`src/rtl/cla_reg_adder.sv`:
```
// Registered carry-lookahead adder: {carry_out, sum} = add1 + add0 + carry_in,
// built from 4-bit lookahead groups with the group carries rippled between them.
module cla_reg_adder #(
  parameter int parallelism = 4
) (
  input  logic                   clk,
  input  logic                   rst,
  input  logic                   in_valid,
  input  logic [parallelism-1:0] add1,
  input  logic [parallelism-1:0] add0,
  input  logic                   carry_in,
  output logic [parallelism-1:0] sum,
  output logic                   carry_out,
  output logic                   overflow,
  output logic                   zero,
  output logic                   out_valid
);

  localparam int NG = (parallelism + 3) / 4;

  logic [parallelism-1:0] sum_nxt;
  logic                   cout_nxt;
  logic                   msb_cin;

  for (genvar k = 0; k < NG; k++) begin : grp
    localparam int LO = 4 * k;
    // The last group is narrower when the width is not a multiple of 4.
    localparam int GW = (parallelism - LO < 4) ? (parallelism - LO) : 4;

    logic [GW-1:0] g;
    logic [GW-1:0] p;
    logic [GW-1:0] c;
    logic          cin;
    logic          grp_g;
    logic          grp_p;
    logic          cout;

    assign g = add1[LO +: GW] & add0[LO +: GW];
    assign p = add1[LO +: GW] ^ add0[LO +: GW];

    if (k == 0) begin : first
      assign cin = carry_in;
    end else begin : chain
      assign cin = grp[k-1].cout;
    end

    // Each carry is a flat sum of products over the group's g/p terms.
    always_comb begin
      logic term;
      c     = '0;
      grp_g = 1'b0;
      grp_p = 1'b1;
      term  = 1'b0;
      for (int i = 0; i < GW; i++) begin
        term = cin;
        for (int m = 0; m < i; m++) term = term & p[m];
        c[i] = term;
        for (int j = 0; j < i; j++) begin
          term = g[j];
          for (int m = j + 1; m < i; m++) term = term & p[m];
          c[i] = c[i] | term;
        end
      end
      for (int j = 0; j < GW; j++) begin
        term = g[j];
        for (int m = j + 1; m < GW; m++) term = term & p[m];
        grp_g = grp_g | term;
        grp_p = grp_p & p[j];
      end
    end

    assign cout = grp_g | (grp_p & cin);
    assign sum_nxt[LO +: GW] = p ^ c;

    if (k == NG - 1) begin : msb
      assign msb_cin  = c[GW-1];
      assign cout_nxt = cout;
    end
  end

  // in_valid=1 at an edge loads a result and raises out_valid for one cycle;
  // in_valid=0 drops out_valid and holds the data. No backpressure exists.
  always_ff @(posedge clk) begin
    if (rst) begin
      sum       <= '0;
      carry_out <= 1'b0;
      overflow  <= 1'b0;
      zero      <= 1'b0;
      out_valid <= 1'b0;
    end else if (in_valid) begin
      sum       <= sum_nxt;
      carry_out <= cout_nxt;
      overflow  <= msb_cin ^ cout_nxt;
      zero      <= ~|sum_nxt;
      out_valid <= 1'b1;
    end else begin
      out_valid <= 1'b0;
    end
  end

endmodule

```
`config.mk`:
```
export PLATFORM = sky130hd
export DESIGN_NAME = cla_reg_adder
export DESIGN_NICKNAME = d
export VERILOG_FILES = /design/src/rtl/cla_reg_adder.sv
export SDC_FILE = /design/constraint.sdc
export NUM_CORES = 1
export LEC_CHECK = 0
export BUFFER_PORTS_ARGS = -buffer_cell sky130_fd_sc_hd__buf_4
export CAP_MARGIN = 20
export CORE_AREA = 2 2 39 41
export CTS_BUF_LIST = sky130_fd_sc_hd__clkbuf_16
export DETAILED_ROUTE_END_ITERATION = 10
export DIE_AREA = 0 0 41 43
export PLACE_DENSITY = 0.64
export SLEW_MARGIN = 20
export SYNTH_ARGS = -nofsm -noshare
export SYNTH_HDL_FRONTEND = slang
export SYNTH_SLANG_ARGS = --single-unit
export TNS_END_PERCENT = 10
```
`constraint.sdc`:
```
create_clock -name clk -period 2.2 [get_ports clk]
set_input_delay 0.11 -clock clk [delete_from_list [all_inputs] [get_ports clk]]
set_output_delay 0.11 -clock clk [all_outputs]
set_load 0.01 [all_outputs]
```
==> impl_metrics.csv, run 1 <==
group,metric,value,unit
global_route,grt_util_all_layers,11.68,%
floorplanning,die-area,0.001763,sq mm
worst_setup_path,r2r-end,"sum[3]",
timing,finalHoldViolations,0,
worst_setup_path,worstPathArrival,1.66,ns
routing,vias,395,
worst_setup_path,critPathKind,"in -> reg",
timing,period_share,69.09,%
global_route,grt_max_degree,10,
yosys,synth_ff_type,"dfxtp_1",
yosys,syn_avg_cell_area,10.61,sq um
floorplanning,ios,20,
global_route,grt_pass1_vias,368,
placement,place_congestion,0.6551,
global_route,antenna_found_initial,0,
yosys,synthTopCellsByArea,"dfxtp_1 34%, ha_1 13%, a211oi_1 4.8%",
clock_network,root_buffer,"clkbuf_16",
yosys,post_synth_num_cell_types,21,
timing,rsz0062_at_grt,"no",
layout,drive_gt1_share,40.00,%
worst_setup_path,cp_max_fo,2,
global_route,gr-total-overflow,0,
floorplanning,start_util,33.73,%
clock_network,cts_tree,"done",
routing,drc,0,
floorplanning,die_w,41,microns
power_and_ir_drop,p_leak,0.3537,nW
flow_run,max_cap_viol_count,0,
run_status,status,"completed",
clock_network,clockBufferDepth,2,
placement,dp_cells,78,
floorplanning,die_h,43,microns
worst_setup_path,start_kind,"primary input",
worst_setup_path,rrSetupSlack,1.52,ns
power_and_ir_drop,ir_drop,0.2283,mV
global_route,grt_pass1_wl,1359,microns
yosys,mappedNetlistNets,62,
layout,stdcell_count,81,
placement,hpwlAfterDp,705,microns
yosys,yosysWarnings,0,
yosys,synthTopCellsByCount,"8 x dfxtp_1, 6 x nor2_1, 5 x ha_1, 3 x a211oi_1, 3 x a21o_1",
placement,place_area,624.3,sq um
timing,fin_tns_setup,0,ns
timing,layout_min_cycle_time,1.520,ns
layout,fin_util,50.54,%
clock_network,cts.sinks,8,
routing,routed_wl,868,microns
clock_network,clk_pin_slew,0.04,ns
clock_network,cts_resized,0,
timing,relSlewSlack,76.08,%
clock_network,h-tree-depth,1,
timing,setup_viol,0,
worst_setup_path,crit_required,2.34,ns
timing,fin_ws,0.6801,ns
yosys,synth_top_cell_area_share,34.32,%
yosys,yosysMostFrequentCell,"dfxtp_1",
timing,fin_skew,0,ns
yosys,synthArstFlopShare,0,%
routing,wl_per_cell,10.72,microns
hold_path,holdCritStartpoint,"rst",
worst_setup_path,reg2regPathDepth,2,
hold_path,holdPathStages,2,
layout,insertedDiodeCount,0,
routing,post_drt_via_cell_ratio,4.877,
yosys,synth_edf_count,0,
routing,drt_iter0_drc,2,
routing,dr.pass1.iters,2,
placement,io_buffers,19,
floorplanning,num_rows,14,
clock_network,cts_hold_repair.buffers,0,
floorplanning,fp.coreArea,0.001384,sq mm
hold_path,hold_path.class,"in -> reg",
clock_network,postCtsSetupBuffers,0,
worst_setup_path,regToRegStartpoint,"sum[3]",
routing,drtAntennaViolNets,0,
layout,nFillCells,140,
clock_network,cts_made_buffers,3,
yosys,yosys.area.top_type,"dfxtp_1",
layout,nets,85,
yosys,ys_seq_area_share,34.32,%
layout,final_area,699.4,sq um
placement,pre_cts_slack,0.4358,ns
timing,tightest_slew,0.3567,ns
power_and_ir_drop,power-per-cell-area,839.2,mW/mm^2
clock_network,clk_latency,0.23,ns
worst_setup_path,end_kind,"flip-flop",
yosys,netlist_area,466.7,sq um
layout,syn2layout_area_growth,49.87,%
hold_path,hold_end,"sum[2]",
timing,drv_slew,0,
yosys,ys_ff_latch,8,
yosys,syn_inst,44,
timing,fmax,657.9,MHz
==> logic make-up after synthesis <==
| group | Yosys count | synth area share, % |
|---|---|---|
| AO/OA/AOI/OAI | 11 | 21.45 |
| XOR/XNOR | 3 | 7.240 |
| adder cells (fa/ha/maj) | 6 | 17.69 |
| buffers and inverters | 1 | 1.071 |
| flip-flops | 8 | 34.32 |
| multiplexers | 2 | 4.290 |
| AND/OR/NAND/NOR | 13 | 13.94 |
==> metrics by stage <==
| step | hold slack [ns] | total power [W] |
|---|---|---|
| 2_1_floorplan | 0.1824 | 0.0002399 |
| 3_3_place_gp | 0.3325 | 0.0002864 |
| 3_5_place_dp | 0.3322 | 0.0002870 |
| 4_1_cts | 0.09367 | 0.0005948 |
| 5_1_grt | 0.1009 | 0.0006150 |
| 6_report | 0.09601 | 0.0005870 |
==> critical path, stage by stage <==
cell	delay, ns
buf_4	0.12
ha_1	0.30
ha_1	0.19
o211a_1	0.24
or2_4	0.27
xor2_2	0.16
o41ai_2	0.26
==> placed cells by master, fill, tap and decap left out, drive strengths merged, types with 2 or more instances in the layout <==
cell type,instances
a211oi,3
a21o,3
buf,19
clkbuf,3
dfxtp,8
ha,5
mux2i,2
nand2,2
nor2,6
xnor2,2
==> power by group <==
part | switching, W | internal (W)
Sequential | 0.00000591 | 0.000159
Clock | 0.0000692 | 0.000234
Combinational | 0.0000546 | 0.0000644
==> layout make-up <==
cell class              instances  area [sq um]  area share [%]
clock buffers                   3         75.07           10.73
repair buffers                 19         142.6           20.39
well taps                      16         20.02           2.862
multi-input cells              35         301.5           43.11
flip-flops and latches          8         160.2           22.90
==> state kept, by name, summed over array words and instances, names as in the netlist <==
name	cells
sum	4
carry_out	1
out_valid	1
overflow	1
zero	1
==> worst max path at each step <==
stage / slack (ns) / endpoint / cells after the start / startpoint
global placement: 0.48 / zero / 7 / add1[0]
finish: 0.68 / zero / 7 / add1[0]
floorplan: 0.64 / zero / 6 / add1[0]
global route: 0.57 / zero / 7 / add1[0]
CTS: 0.67 / zero / 7 / add1[0]
detailed placement: 0.44 / zero / 7 / add1[0]
==> metal layers <==
layer	part of all wire, %	GRT usage (%)
met5	0	0
met4	2.5	8.000
met3	9.1	3.141
met2	47	19.06
met1	41	12.01
Power figures use the tool's default switching activity.
==> run 2, diff against run 1 <==
--- a/config.mk
+++ b/config.mk
@@ -5,13 +5,14 @@
 export SDC_FILE = /design/constraint.sdc
 export NUM_CORES = 1
 export LEC_CHECK = 0
+export ABC_AREA = 1
 export BUFFER_PORTS_ARGS = -buffer_cell sky130_fd_sc_hd__buf_4
 export CAP_MARGIN = 20
 export CORE_AREA = 2 2 39 41
 export CTS_BUF_LIST = sky130_fd_sc_hd__clkbuf_16
 export DETAILED_ROUTE_END_ITERATION = 10
 export DIE_AREA = 0 0 41 43
-export PLACE_DENSITY = 0.64
+export PLACE_DENSITY = 0.71
 export SLEW_MARGIN = 20
 export SYNTH_ARGS = -nofsm -noshare
 export SYNTH_HDL_FRONTEND = slang
==> constraint.sdc (replaced) <==
create_clock -name clk -period 1.6 [get_ports clk]
set_input_delay 0.08 -clock clk [delete_from_list [all_inputs] [get_ports clk]]
set_output_delay 0.08 -clock clk [all_outputs]
set_load 0.01 [all_outputs]
==> run 2 against run 1 <==
Net effect:
- synthesized cell count increased by 61%
- largest cell class unchanged
- global-route usage increased by 2.4 points
- via count increased by 32%
- power increased by 40%
- clock skew unchanged
- highest routed layer unchanged
==> impl_metrics.csv, run 2 <==
group,metric,value,unit
run_status,status,"completed",
clock_network,clk_pin_slew,0.03,ns
worst_setup_path,worstPathArrival,1.36,ns
layout,largest_reg_flops,4,
layout,nFillCells,139,
clock_network,cts_hold_repair.buffers,0,
global_route,antenna_found_initial,0,
layout,insertedDiodeCount,0,
floorplanning,fp.coreArea,0.001384,sq mm
yosys,ys_seq_area_share,28.96,%
timing,tightest_slew,0.1951,ns
clock_network,clockBufferDepth,2,
yosys,syn_avg_cell_area,7.789,sq um
power_and_ir_drop,ir_drop,0.3526,mV
floorplanning,die_h,43,microns
clock_network,cts_resized,0,
yosys,syn_inst,71,
clock_network,clk_latency,0.23,ns
worst_setup_path,end_kind,"flip-flop",
timing,drv_slew,0,
yosys,synth_ff_type,"dfxtp_1",
global_route,grt_pass1_vias,459,
power_and_ir_drop,p_leak,0.4093,nW
timing,period_share,73.75,%
yosys,synth_edf_count,0,
worst_setup_path,critPathKind,"in -> reg",
flow_run,max_cap_viol_count,0,
floorplanning,ios,20,
global_route,grt_max_degree,14,
routing,routed_wl,1066,microns
clock_network,postCtsSetupBuffers,0,
timing,relSlewSlack,86.90,%
timing,fin_skew,0,ns
placement,hpwlAfterDp,849.8,microns
power_and_ir_drop,power-per-cell-area,1058,mW/mm^2
global_route,grt_util_all_layers,14.07,%
yosys,yosysWarnings,0,
floorplanning,die-area,0.001763,sq mm
placement,place_congestion,0.7032,
yosys,synth_top_cell_area_share,28.96,%
routing,drtAntennaViolNets,0,
yosys,post_synth_num_cell_types,23,
layout,drive_gt1_share,35.87,%
timing,layout_min_cycle_time,1.180,ns
clock_network,cts_tree,"done",
yosys,netlist_area,553.0,sq um
layout,syn2layout_area_growth,40.27,%
worst_setup_path,start_kind,"primary input",
worst_setup_path,cp_max_fo,3,
yosys,mappedNetlistNets,89,
clock_network,root_buffer,"clkbuf_16",
worst_setup_path,crit_required,1.78,ns
global_route,gr-total-overflow,0,
timing,setup_viol,0,
layout,final_cell_mix,"19 x buf_4, 11 x inv_1, 11 x nand2_1",
clock_network,h-tree-depth,1,
yosys,synthArstFlopShare,0,%
hold_path,hold_path.class,"in -> reg",
floorplanning,start_util,39.96,%
placement,pre_cts_slack,0.1917,ns
layout,nets,112,
layout,largest_register,"sum",
routing,drt_iter0_drc,0,
layout,final_common_cell,"buf_4",
floorplanning,die_w,41,microns
routing,wl_per_cell,9.870,microns
routing,post_drt_via_cell_ratio,4.824,
timing,fin_ws,0.4199,ns
timing,finalHoldViolations,0,
routing,vias,521,
floorplanning,num_rows,14,
yosys,ys_ff_latch,8,
placement,io_buffers,19,
placement,dp_cells,105,
layout,stdcell_count,108,
timing,fin_hold_ws,0.04758,ns
global_route,grt_pass1_wl,1697,microns
clock_network,cts_made_buffers,3,
timing,fmax,847.4,MHz
timing,fin_tns_setup,0,ns
clock_network,cts.sinks,8,
yosys,synthTopCellsByCount,"11 x inv_1, 11 x nand2_1, 8 x dfxtp_1, 7 x nor2_1",
yosys,yosys.area.top_type,"dfxtp_1",
timing,rsz0062_at_grt,"no",
yosys,synthTopCellsByArea,"dfxtp_1 29%, ha_1 11%, inv_1 7.5%",
routing,dr.pass1.iters,1,
routing,drc,0,
## run 2: changes by cell type in the layout (fill, tap and decap cells not counted), moves of 2 or more
cell / previous run / this run
nand3_1: 0 / 5
nand2_2: 0 / 4
mux2i_1: 2 / 0
nand2_1: 2 / 11
nand4_1: 0 / 3
a211oi_1: 3 / 0
inv_1: 0 / 11
a21o_1: 3 / 0
nand3_2: 0 / 2
## run 2: routing by layer
| layer | GRT usage (%) | vias to the layer above | wire [microns] |
|---|---|---|---|
| met1 | 15.16 | 227 | 426 |
| met2 | 23.44 | 18 | 541 |
| met5 | 0 | - | 0 |
| li1 | - | 273 | - |
| met4 | 8.000 | 0 | 19 |
| met3 | 3.141 | 3 | 78 |
## run 2: area by class of cell
type	instances	area (sq um)	area share, %
Multi-Input combinational cell	50	332.8	42.90
Sequential cell	8	160.2	20.65
Timing Repair Buffer	19	142.6	18.39
Clock buffer	3	75.07	9.677
Inverter	12	45.04	5.806
Tap cell	16	20.02	2.581
## run 2: worst max-delay path: stages
cell      delay (ns)
buf_4           0.12
ha_1            0.30
ha_1            0.19
nand2_1         0.08
nand3_2         0.08
nand2_2         0.08
nand2_2         0.07
o21bai_2        0.18
nand3_1         0.07
nand2_1         0.06
inv_1           0.04
## run 2: final timing paths
| path | from | endpoint | slack [ns] | cells past startpoint |
|---|---|---|---|---|
| worst max-delay path | add1[0] | overflow | 0.42 | 11 |
| worst min-delay path | rst | zero | 0.05 | 2 |
| worst max register to register | sum[2] | sum[2] | 0.92 | 4 |
| worst min register to register | zero | zero | 0.49 | 2 |
## run 2: cells by family (layout without fill, tap and decap cells)
logic type	Yosys count	count (layout)	share of synthesized area, %
flops	8	8	28.96
xor+xnor	1	1	1.584
fa+ha+maj	6	6	14.93
buf+inv	13	34	10.86
compound gates	9	9	11.99
simple gates	34	34	31.67
## run 2: report_power, final
part | switching [W] | internal, W
clock | 0.0000917 | 0.000322
sequential | 0.00000785 | 0.000217
combinational | 0.0000965 | 0.0000860
total | 0.000196 | 0.000624
## run 2: metrics by stage
step | util, % | area (sq um) | total power [W]
after global routing | 56.06 | 775.7 | 0.0008633
after detailed placement | 50.63 | 700.7 | 0.0004106
after CTS | 56.06 | 775.7 | 0.0008274
after global placement | 50.63 | 700.7 | 0.0004069
final | 56.06 | 775.7 | 0.0008204
after floorplan | - | 553.0 | 0.0003473
